**src/rtl/timer_req_pkg.sv**
```systemverilog
// Shared constants for the counter-request stage: counter ids, source bit
// positions in the pending/lost vectors, FSM encoding and id/mask helpers.
package timer_req_pkg;

  localparam int unsigned ID_W = 3;
  localparam int unsigned NSRC = 5;

  localparam logic [ID_W-1:0] TID_NONE = 3'd0;
  localparam logic [ID_W-1:0] TID_T1   = 3'd1;
  localparam logic [ID_W-1:0] TID_T3   = 3'd3;
  localparam logic [ID_W-1:0] TID_T4   = 3'd4;
  localparam logic [ID_W-1:0] TID_T5   = 3'd5;
  localparam logic [ID_W-1:0] TID_T6   = 3'd6;

  localparam int unsigned B_T1 = 0;
  localparam int unsigned B_T3 = 1;
  localparam int unsigned B_T4 = 2;
  localparam int unsigned B_T5 = 3;
  localparam int unsigned B_T6 = 4;

  typedef enum logic {
    S_IDLE  = 1'b0,
    S_OFFER = 1'b1
  } req_state_e;

  // Fixed priority T6 > T5 > T4 > T3 > T1.
  function automatic logic [ID_W-1:0] pick_id(input logic [NSRC-1:0] p);
    logic [ID_W-1:0] id;
    id = TID_NONE;
    if (p[B_T6])      id = TID_T6;
    else if (p[B_T5]) id = TID_T5;
    else if (p[B_T4]) id = TID_T4;
    else if (p[B_T3]) id = TID_T3;
    else if (p[B_T1]) id = TID_T1;
    return id;
  endfunction

  function automatic logic [NSRC-1:0] id_to_mask(input logic [ID_W-1:0] id);
    logic [NSRC-1:0] m;
    m = '0;
    case (id)
      TID_T1:  m[B_T1] = 1'b1;
      TID_T3:  m[B_T3] = 1'b1;
      TID_T4:  m[B_T4] = 1'b1;
      TID_T5:  m[B_T5] = 1'b1;
      TID_T6:  m[B_T6] = 1'b1;
      default: m = '0;
    endcase
    return m;
  endfunction

endpackage

```
**src/rtl/req_edge_detect.sv**
```systemverilog
// Registered rising-edge detector; the rise strobe is combinational from f_i
// so a pending bit can be set at the same edge the input is first seen high.
module req_edge_detect (
  input  logic clk,
  input  logic rst,
  input  logic f_i,
  output logic rise_c_o
);

  logic f_q;

  always_ff @(posedge clk) begin
    if (rst) f_q <= 1'b0;
    else     f_q <= f_i;
  end

  assign rise_c_o = f_i & ~f_q;

endmodule

```
**src/rtl/timer_count_request.sv**
```systemverilog
// Turns scaler F-pulse rises into pending counter requests, offers them one
// at a time in fixed priority over valid/ack, and accounts for lost events.
module timer_count_request
  import timer_req_pkg::*;
#(
  parameter int unsigned LOST_W = 8
) (
  input  logic              clk,
  input  logic              rst,
  input  logic              F10B,
  input  logic              F09B,
  input  logic              F10A,
  input  logic              F06B,
  input  logic              T6ON,
  input  logic              req_ack,
  input  logic              clr_lost,
  output logic              req_valid,
  output logic [ID_W-1:0]   req_id,
  output logic [NSRC-1:0]   lost_flags,
  output logic [LOST_W-1:0] lost_count
);

  localparam logic [LOST_W-1:0] LOST_MAX = '1;

  logic rise_f10b, rise_f09b, rise_f10a, rise_f06b;

  req_edge_detect u_ed_f10b (.clk(clk), .rst(rst), .f_i(F10B), .rise_c_o(rise_f10b));
  req_edge_detect u_ed_f09b (.clk(clk), .rst(rst), .f_i(F09B), .rise_c_o(rise_f09b));
  req_edge_detect u_ed_f10a (.clk(clk), .rst(rst), .f_i(F10A), .rise_c_o(rise_f10a));
  req_edge_detect u_ed_f06b (.clk(clk), .rst(rst), .f_i(F06B), .rise_c_o(rise_f06b));

  req_state_e        state_q, state_d;
  logic              valid_q, valid_d;
  logic [ID_W-1:0]   req_id_q, req_id_d;
  logic [NSRC-1:0]   pending_q, pending_d;
  logic [NSRC-1:0]   flags_q, flags_d;
  logic [LOST_W-1:0] count_q, count_d;

  logic [NSRC-1:0]   set_c, ack_c, loss_c, eligible_c;
  logic [LOST_W:0]   nloss_c, sum_c;
  logic              t6_offered_c;

  always_comb begin
    set_c         = '0;
    set_c[B_T1]   = rise_f10b;
    set_c[B_T3]   = rise_f10b;
    set_c[B_T4]   = rise_f09b;
    set_c[B_T5]   = rise_f10a;
    set_c[B_T6]   = rise_f06b & T6ON;

    ack_c         = (state_q == S_OFFER && req_ack) ? id_to_mask(req_id_q) : '0;
    // A rise on a bit being acked this cycle re-arms it rather than counting as lost.
    loss_c        = set_c & pending_q & ~ack_c;

    t6_offered_c  = (state_q == S_OFFER) && (req_id_q == TID_T6);
    pending_d     = (pending_q & ~ack_c) | set_c;
    if (!T6ON && !t6_offered_c) pending_d[B_T6] = 1'b0;

    // A T6 bit about to be dropped by T6ON=0 must not be picked up for an offer.
    eligible_c    = pending_q;
    if (!T6ON) eligible_c[B_T6] = 1'b0;

    state_d  = state_q;
    valid_d  = valid_q;
    req_id_d = req_id_q;
    case (state_q)
      S_IDLE: begin
        if (|eligible_c) begin
          state_d  = S_OFFER;
          valid_d  = 1'b1;
          req_id_d = pick_id(eligible_c);
        end
      end
      S_OFFER: begin
        if (req_ack) begin
          state_d  = S_IDLE;
          valid_d  = 1'b0;
          req_id_d = TID_NONE;
        end
      end
      default: begin
        state_d  = S_IDLE;
        valid_d  = 1'b0;
        req_id_d = TID_NONE;
      end
    endcase

    nloss_c = '0;
    for (int i = 0; i < int'(NSRC); i++) begin
      nloss_c = nloss_c + (LOST_W+1)'(loss_c[i]);
    end
    sum_c   = (clr_lost ? '0 : {1'b0, count_q}) + nloss_c;
    count_d = sum_c[LOST_W] ? LOST_MAX : sum_c[LOST_W-1:0];
    flags_d = (clr_lost ? '0 : flags_q) | loss_c;
  end

  always_ff @(posedge clk) begin
    if (rst) begin
      state_q   <= S_IDLE;
      valid_q   <= 1'b0;
      req_id_q  <= TID_NONE;
      pending_q <= '0;
      flags_q   <= '0;
      count_q   <= '0;
    end else begin
      state_q   <= state_d;
      valid_q   <= valid_d;
      req_id_q  <= req_id_d;
      pending_q <= pending_d;
      flags_q   <= flags_d;
      count_q   <= count_d;
    end
  end

  assign req_valid  = valid_q;
  assign req_id     = req_id_q;
  assign lost_flags = flags_q;
  assign lost_count = count_q;

endmodule

```
**config.mk**
```make
export PLATFORM = sky130hd
export DESIGN_NAME = timer_count_request
export DESIGN_NICKNAME = d
export VERILOG_FILES = /design/src/rtl/timer_req_pkg.sv /design/src/rtl/req_edge_detect.sv /design/src/rtl/timer_count_request.sv
export SDC_FILE = /design/constraint.sdc
export NUM_CORES = 1
export LEC_CHECK = 0
export CELL_PAD_IN_SITES_DETAIL_PLACEMENT = 1
export CELL_PAD_IN_SITES_GLOBAL_PLACEMENT = 2
export CORE_MARGIN = 5
export CORE_UTILIZATION = 31
export CTS_CLUSTER_DIAMETER = 100
export DETAILED_ROUTE_END_ITERATION = 8
export PLACE_DENSITY_LB_ADDON = 0.1
export RECOVER_POWER = 25
export SLEW_MARGIN = 20
export SYNTH_ARGS = -nofsm -noshare
export SYNTH_HDL_FRONTEND = slang
export SYNTH_SLANG_ARGS = --single-unit
```
**constraint.sdc**
```tcl
create_clock -name clk -period 4.2 [get_ports clk]
set_input_delay 1.05 -clock clk [delete_from_list [all_inputs] [get_ports clk]]
set_output_delay 1.05 -clock clk [all_outputs]
set_load 0.02 [all_outputs]
```
# Word-level counts from Yosys, hierarchy flattened
# Cells that the tools add are included.
op_classes:
  n_mux: 24
  addsub: 5
  bitwise_logic: 16
  n_eq_ne: 7
  reduce_logical: 8
op_table:
  columns: ["cell", "n"]
  rows:
  - ["8-bit 2-to-1 mux", 2]
  - ["5-bit bitwise AND", 3]
  - ["3-bit 2-to-1 mux", 5]
  - ["1-bit 2-to-1 mux", 11]
  - ["5-bit 2-to-1 mux", 2]
  - ["5-bit OR", 2]
  - ["8-bit by 5-bit adder with 9-bit output", 1]
  - ["3-bit equality test (second input constant)", 3]
  - ["3-bit case mux with 2 select lines", 1]
  - ["4-bit by 1-bit adder with 5-bit output", 1]
  - ["1-bit bitwise AND", 5]
  - ["1-bit NOT", 5]
  - ["5-bit NOT", 1]
  - ["5-bit OR reduction", 1]
  - ["3-bit by 1-bit adder with 4-bit output", 1]
  - ["2-bit inequality test (second input constant)", 2]
  - ["1-bit case mux with 2 select lines", 2]
  - ["2-bit by 1-bit adder with 3-bit output", 1]
  - ["3-bit by 1-bit equality test with 1-bit output (second input constant)", 1]
  - ["3-bit by 2-bit equality test with 1-bit output (second input constant)", 1]
  - ["1-bit logical AND", 3]
  - ["1-bit by 1-bit adder with 2-bit output", 1]
  - ["1-bit zero test", 2]
  - ["2-bit 2-to-1 mux", 1]
  - ["2 further kinds", 2]
totals:
  output_inout_bits: 17
  word_cells: 71
  in_bits: 9
  ff_bits: 27

# Longest topological paths before layout
depth:
  word_depth: 11
  mapped_depth: 12
  depth_no_buf: 12

# Hierarchy
# From an unflattened synthesis, not the netlist that was laid out.
unflattened:
  cells_unflattened: 152
  area_unflattened_um2: 1425.1
modules_own_cells:
  columns: ["module", "area_each_um2", "cells_per_inst", "seq_area_each_um2", "n_inst"]
  rows:
  - ["timer_count_request", 1234.9, 140, 460.4, 1]
  - ["req_edge_detect", 47.5, 3, 20.0, 4]

# Worst setup path after synthesis
# OpenSTA, ideal clock, no wires.
synth_timing:
  path_type: "input -> register"
  start: "in req_ack"
  end: "reg count_q[6], in the netlist lost_count[6]"
  t_required_ns: 4.097
  cell_stages: 11
  n_path_buf: 0
  t_arrival_ns: 3.819
  setup_ns: 0.103
  path_slack_ns: 0.278
  path_cell_list: "nand2_2 o31ai_1 or2_1 fa_1 fa_1 inv_1 ha_1 fa_1 a21oi_2 nor3_1 a2111oi_2"
synth_between:
  elab_chain_cells: 10
synth_rtl:
  columns: ["element", "line", "text"]
  rows:
  - ["from (decl)", "timer_count_request.sv:15", "input logic req_ack,"]
  - ["1-bit logical AND (*)", "timer_count_request.sv:51", "ack_c = (state_q == S_OFFER && req_ack) ? id_to_mask(req_id_q) : '0;"]
  - ["5-bit 2-to-1 mux (*)", "timer_count_request.sv:51", null]
  - ["5-bit NOT (*)", "timer_count_request.sv:53", "loss_c = set_c & pending_q & ~ack_c;"]
  - ["5-bit bitwise AND (*)", "timer_count_request.sv:53", null]
  - ["1-bit by 1-bit adder with 2-bit output", "timer_count_request.sv:90", "nloss_c = nloss_c + (LOST_W+1)'(loss_c[i]);"]
  - ["2-bit by 1-bit adder with 3-bit output", "timer_count_request.sv:90", null]
  - ["3-bit by 1-bit adder with 4-bit output", "timer_count_request.sv:90", null]
  - ["4-bit by 1-bit adder with 5-bit output (*)", "timer_count_request.sv:90", null]
  - ["8-bit by 5-bit adder with 9-bit output (*)", "timer_count_request.sv:92", "sum_c = (clr_lost ? '0 : {1'b0, count_q}) + nloss_c;"]
  - ["8-bit 2-to-1 mux (*)", "timer_count_request.sv:93", "count_d = sum_c[LOST_W] ? LOST_MAX : sum_c[LOST_W-1:0];"]
  - ["to (signal assigned)", "timer_count_request.sv:111", "count_q <= count_d;"]
  - ["to (decl)", "timer_count_request.sv:37", "logic [LOST_W-1:0] count_q, count_d;"]
# Every way passes the cells marked *; elsewhere a longest branch is shown, timed or not.
# A chain may end at the register's enable or synchronous reset.

# Worst setup path in the final report
layout_timing:
  start: "in F10B"
  end: "reg count_q[6], in the netlist lost_count[6]"
layout_between:
  elab_chain_cells: 9
layout_rtl:
  columns: ["element", "line", "text"]
  rows:
  - ["from (decl)", "timer_count_request.sv:10", "input logic F10B,"]
  - ["1-bit bitwise AND", "req_edge_detect.sv:17", "assign rise_c_o = f_i & ~f_q;"]
  - ["5-bit bitwise AND (2 in a row)", "timer_count_request.sv:53", null]
  - ["1-bit by 1-bit adder with 2-bit output", "timer_count_request.sv:90", null]
  - ["2-bit by 1-bit adder with 3-bit output", "timer_count_request.sv:90", null]
  - ["3-bit by 1-bit adder with 4-bit output", "timer_count_request.sv:90", null]
  - ["4-bit by 1-bit adder with 5-bit output", "timer_count_request.sv:90", null]
  - ["8-bit by 5-bit adder with 9-bit output", "timer_count_request.sv:92", null]
  - ["8-bit 2-to-1 mux", "timer_count_request.sv:93", null]
# No other way between the ends.

==> metrics.txt <==
# TYPE chip_impl_metric gauge
chip_impl_info{name="run_status",value="finished clean"} 1
chip_impl_metric{name="tritoncts_buffers",unit=""} 3
chip_impl_metric{name="maxCapViolCount",unit=""} 0
chip_impl_info{name="critical_path.reg2reg.endpoint",value="lost_count[6]$_SDFF_PP0_"} 1
chip_impl_metric{name="synthAdderAreaFrac",unit="%"} 8.10
chip_impl_metric{name="critical_path_peak_fanout",unit=""} 4
chip_impl_metric{name="place.gp.congestion",unit=""} 0.741
chip_impl_metric{name="clkTransAtPathRegs",unit="ns"} 0.10
chip_impl_metric{name="first_pass_grt_wire_length",unit="mm"} 6.22
chip_impl_metric{name="finalWorstPathRequiredPeriod",unit="ns"} 4.04
chip_impl_metric{name="fin_cells",unit=""} 231
chip_impl_metric{name="pwr_density_cell",unit="mW/mm^2"} 292
chip_impl_metric{name="reg2reg_slack",unit="ns"} 0.63
chip_impl_metric{name="syn_avg_cell_area",unit="sq um"} 9.57
chip_impl_metric{name="all_layer_gr_usage",unit="%"} 13.0
chip_impl_metric{name="asyncSetResetFlopFracSynth",unit="%"} 0
chip_impl_metric{name="synth_nets",unit=""} 158
chip_impl_metric{name="layout-area-overhead-vs-synth",unit="%"} 36.8
chip_impl_metric{name="p_int",unit="mW"} 0.390
chip_impl_metric{name="maximum_clock_insertion_buffer_count",unit=""} 2
chip_impl_metric{name="nNetsFinal",unit=""} 196
chip_impl_metric{name="synth_cell_type_count",unit=""} 39
chip_impl_metric{name="worstRegToRegCells",unit=""} 11
chip_impl_info{name="endpoint",value="lost_count[6]$_SDFF_PP0_"} 1
chip_impl_info{name="cts_tree",value="done"} 1
chip_impl_metric{name="power.switching",unit="mW"} 0.153
chip_impl_info{name="synthTopCellsByArea",value="sky130_fd_sc_hd__dfxtp_1 (40%), sky130_fd_sc_hd__a21oi_1 (5.5%), sky130_fd_sc_hd__nor2b_1 (4.6%), sky130_fd_sc_hd__fa_1 (4.4%), sky130_fd_sc_hd__nand2b_1 (4.1%)"} 1
chip_impl_info{name="synth_top_area_cell",value="sky130_fd_sc_hd__dfxtp_1"} 1
chip_impl_info{name="yosys-top-cells-count",value="sky130_fd_sc_hd__dfxtp_1 (27), sky130_fd_sc_hd__a21oi_1 (15), sky130_fd_sc_hd__inv_1 (11)"} 1
chip_impl_metric{name="antenna_found_initial",unit=""} 0
chip_impl_metric{name="h-tree-depth",unit=""} 1
chip_impl_metric{name="power.clock.fraction",unit="%"} 26.8
chip_impl_metric{name="detail_route.vias_per_cell",unit=""} 4.82
chip_impl_metric{name="post-place-ws",unit="ns"} -0.409
chip_impl_metric{name="post_synth_instance_area",unit="sq mm"} 0.00136
chip_impl_metric{name="utilization",unit="%"} 43.3
chip_impl_metric{name="drt-wirelength-per-cell",unit="um"} 16.0
chip_impl_metric{name="routed-via-count",unit=""} 1113
chip_impl_info{name="worst_hold_path_type",value="reg2reg"} 1
chip_impl_metric{name="fp.dieH",unit="um"} 76.2
chip_impl_metric{name="n_fill_cell",unit=""} 489
chip_impl_metric{name="finalSetupViolCount",unit=""} 0
chip_impl_info{name="clock-root-buffer",value="sky130_fd_sc_hd__clkbuf_8"} 1
chip_impl_metric{name="cp_data_required_time",unit="ns"} 4.38
chip_impl_metric{name="max_slew_margin",unit="%"} 49.1
chip_impl_metric{name="num_io_pins",unit=""} 26
chip_impl_metric{name="port-buffer-count",unit=""} 25
chip_impl_metric{name="globalRoute.totalOverflow",unit=""} 0
chip_impl_metric{name="drc_errors",unit=""} 0
chip_impl_metric{name="ant_nets",unit=""} 0
chip_impl_metric{name="detailed_place_hpwl",unit="mm"} 2.77
chip_impl_info{name="critPathCaptureType",value="flip-flop"} 1
chip_impl_metric{name="area_share_of_the_largest_cell_type_after_synthesis",unit="%"} 39.8
chip_impl_metric{name="p_leak",unit="nW"} 0.696
chip_impl_metric{name="layout_cell_share_with_drive_strength_beyond_1",unit="%"} 21.2
chip_impl_metric{name="postSynthCellCount",unit=""} 142
chip_impl_metric{name="crit_arrival",unit="ns"} 4.22
chip_impl_metric{name="antenna_cells",unit=""} 0
chip_impl_metric{name="timing_worst_slew_pin_value",unit="ns"} 0.761
chip_impl_info{name="regToRegStartpoint",value="req_id[2]$_SDFFE_PP0P_"} 1
chip_impl_info{name="post-synth-top-count-cell",value="sky130_fd_sc_hd__dfxtp_1"} 1
chip_impl_metric{name="xor_and_xnor_fraction_of_the_mapped_netlist_area",unit="%"} 1.93
chip_impl_metric{name="fmax",unit="MHz"} 247
chip_impl_info{name="crit_type",value="in2reg"} 1
chip_impl_info{name="worst_setup_path_startpoint",value="F10B"} 1
chip_impl_metric{name="sequentialPowerShare",unit="%"} 53.3
chip_impl_metric{name="synth.ff_latch_count",unit=""} 27
chip_impl_metric{name="p_total",unit="mW"} 0.543
chip_impl_metric{name="1st_iter_drt_viols",unit=""} 37
chip_impl_metric{name="post_synth_and_or_nand_nor_area_fraction",unit="%"} 21.7
chip_impl_info{name="worst_setup_path_start_kind",value="primary input"} 1
chip_impl_metric{name="core",unit="sq mm"} 0.00429
chip_impl_metric{name="clock_sink_count",unit=""} 27
chip_impl_metric{name="final_hold_viols",unit=""} 0
chip_impl_metric{name="num_rows",unit=""} 24
chip_impl_metric{name="final.setup_skew",unit="ns"} 0.0103
chip_impl_metric{name="yosys_warnings",unit=""} 0
chip_impl_info{name="synth_top_family_by_area",value="compound AO/OA/AOI/OAI gates"} 1
chip_impl_metric{name="detail_route.wirelength",unit="mm"} 3.69
chip_impl_metric{name="die_area",unit="sq mm"} 0.00581
chip_impl_metric{name="synth-edff-count",unit=""} 0
chip_impl_metric{name="count_of_hold_fix_buffers_inserted_at_cts",unit=""} 0
chip_impl_metric{name="drt_first_pass_iters",unit=""} 3
chip_impl_metric{name="die_width",unit="um"} 76.2
chip_impl_metric{name="comb_pwr_share",unit="%"} 20.0
chip_impl_metric{name="number_of_global_route_vias_before_repair",unit=""} 1234
chip_impl_metric{name="vdd_drop_max",unit="mV"} 0.109
chip_impl_metric{name="netSwitchingFraction",unit="%"} 28.2
chip_impl_info{name="unrepaired_setup_endpoints_after_global_routing",value="no"} 1
chip_impl_metric{name="post-place-cells",unit=""} 224
chip_impl_metric{name="clk_latency",unit="ns"} 0.27
chip_impl_metric{name="floorplan.initialDensity",unit="%"} 31.6
chip_impl_metric{name="grt_start_max_net_pins",unit=""} 16
chip_impl_info{name="synth-main-ff-cell",value="sky130_fd_sc_hd__dfxtp_1"} 1
chip_impl_metric{name="setup_ws_post_layout",unit="ns"} 0.158
chip_impl_metric{name="report.final.slew_viol_count",unit=""} 0
chip_impl_metric{name="sequential_share_of_the_synthesized_area",unit="%"} 39.8
chip_impl_metric{name="synth_compound_area_share",unit="%"} 22.8
chip_impl_metric{name="timing.final.crit_share",unit="%"} 96.2
chip_impl_metric{name="multiplexer_share_of_the_synthesized_area",unit="%"} 1.47
[layout by cell type, fill, tap and decap left out, types with 2 or more instances in the layout]
master / n
sky130_fd_sc_hd__buf_4: 10
sky130_fd_sc_hd__clkdlybuf4s50_1: 22
sky130_fd_sc_hd__nor2b_1: 10
sky130_fd_sc_hd__nor3_1: 2
sky130_fd_sc_hd__dfxtp_1: 27
sky130_fd_sc_hd__nand2_1: 8
sky130_fd_sc_hd__clkbuf_8: 3
sky130_fd_sc_hd__nor2_1: 9
sky130_fd_sc_hd__a21oi_2: 3
sky130_fd_sc_hd__a21oi_1: 15
sky130_fd_sc_hd__xnor2_1: 3
sky130_fd_sc_hd__or2_1: 2
sky130_fd_sc_hd__nand3_2: 2
sky130_fd_sc_hd__a211oi_2: 4
sky130_fd_sc_hd__inv_1: 11
sky130_fd_sc_hd__ha_1: 3
sky130_fd_sc_hd__o31ai_4: 2
sky130_fd_sc_hd__o21ai_0: 3
sky130_fd_sc_hd__nand2b_1: 9
sky130_fd_sc_hd__fa_1: 2
sky130_fd_sc_hd__dlygate4sd3_1: 2
sky130_fd_sc_hd__mux2i_1: 2
[flip-flops by register name (all words and copies together), names as in the netlist]
register	cells
lost_count	8
lost_flags	5
pending_q	5
req_id	3
req_valid	1
state_q	1
u_ed_f06b.f_q	1
u_ed_f09b.f_q	1
u_ed_f10a.f_q	1
u_ed_f10b.f_q	1
[worst max-delay path: stages]
cell	delay [ns]
sky130_fd_sc_hd__clkdlybuf4s50_1	0.48
sky130_fd_sc_hd__nand2b_1	0.10
sky130_fd_sc_hd__or2_1	0.26
sky130_fd_sc_hd__fa_1	0.52
sky130_fd_sc_hd__fa_1	0.54
sky130_fd_sc_hd__inv_1	0.04
sky130_fd_sc_hd__ha_2	0.19
sky130_fd_sc_hd__fa_2	0.39
sky130_fd_sc_hd__a21oi_4	0.22
sky130_fd_sc_hd__nor3_1	0.08
sky130_fd_sc_hd__a2111oi_2	0.33
[worst min-delay path by stage]
stage,slack (ns),cells past startpoint,to,startpoint
2_1_floorplan,0.48,2,pending_q[0]$_SDFF_PP0_,pending_q[0]$_SDFF_PP0_
3_3_place_gp,0.46,2,lost_flags[3]$_SDFF_PP0_,lost_flags[3]$_SDFF_PP0_
3_5_place_dp,0.47,2,lost_flags[3]$_SDFF_PP0_,lost_flags[3]$_SDFF_PP0_
4_1_cts,0.48,2,lost_flags[3]$_SDFF_PP0_,lost_flags[3]$_SDFF_PP0_
5_1_grt,0.50,2,lost_flags[1]$_SDFF_PP0_,lost_flags[1]$_SDFF_PP0_
6_report,0.48,2,lost_flags[3]$_SDFF_PP0_,lost_flags[3]$_SDFF_PP0_
[repair_timing]
action                                  in CTS  in global routing
gates cloned                                 0                  0
pin swaps                                    4                  8
endpoints found under the setup margin       8                  8
gates resized for setup                      5                  7
setup buffers                                2                  1
[power groups by stage]
| stage | registers [mW] | clock network, mW | logic [mW] |
|---|---|---|---|
| 3_5_place_dp | 0.293 | 0 | 0.103 |
| 5_1_grt | 0.291 | 0.165 | 0.120 |
| 4_1_cts | 0.288 | 0.158 | 0.107 |
| 2_1_floorplan | 0.299 | 0 | 0.0486 |
| 6_report | 0.289 | 0.145 | 0.108 |
| 3_3_place_gp | 0.292 | 0 | 0.101 |
[metrics by stage]
step / TNS, ns / cell area [sq um] / hold slack [ns]
5_1_grt: 0 / 1860 / 0.502
4_1_cts: 0 / 1820 / 0.482
3_3_place_gp: -2.16 / 1730 / 0.461
2_1_floorplan: 0 / 1360 / 0.476
3_5_place_dp: -2.60 / 1730 / 0.468
6_report: 0 / 1860 / 0.479
[layer usage]
metal	wire, um	up-vias	part of all wire, %	GRT usage, %
li1	-	563	-	-
met1	1610	534	44	15.8
met2	1960	14	53	23.4
met3	93	2	2.5	2.60
met4	24	0	0.65	3.15
met5	0	-	0	0
[layout make-up]
type / instances / area [sq um] / share of cell area [%]
clock buffer: 3 / 41.3 / 2.22
sequential: 27 / 541 / 29.1
inverter: 11 / 41.3 / 2.22
clock inverter: 1 / 5.00 / 0.269
timing repair buffer: 37 / 343 / 18.4
multi-input combinational: 100 / 823 / 44.3
tap: 52 / 65.1 / 3.50
[cell families after synthesis]
family,count (synthesis)
simple gates,49
compound gates,39
flops,27
buf+inv,15
fa+ha+maj,7
xor+xnor,3
mux,2
(Power assumes the default switching activity.)
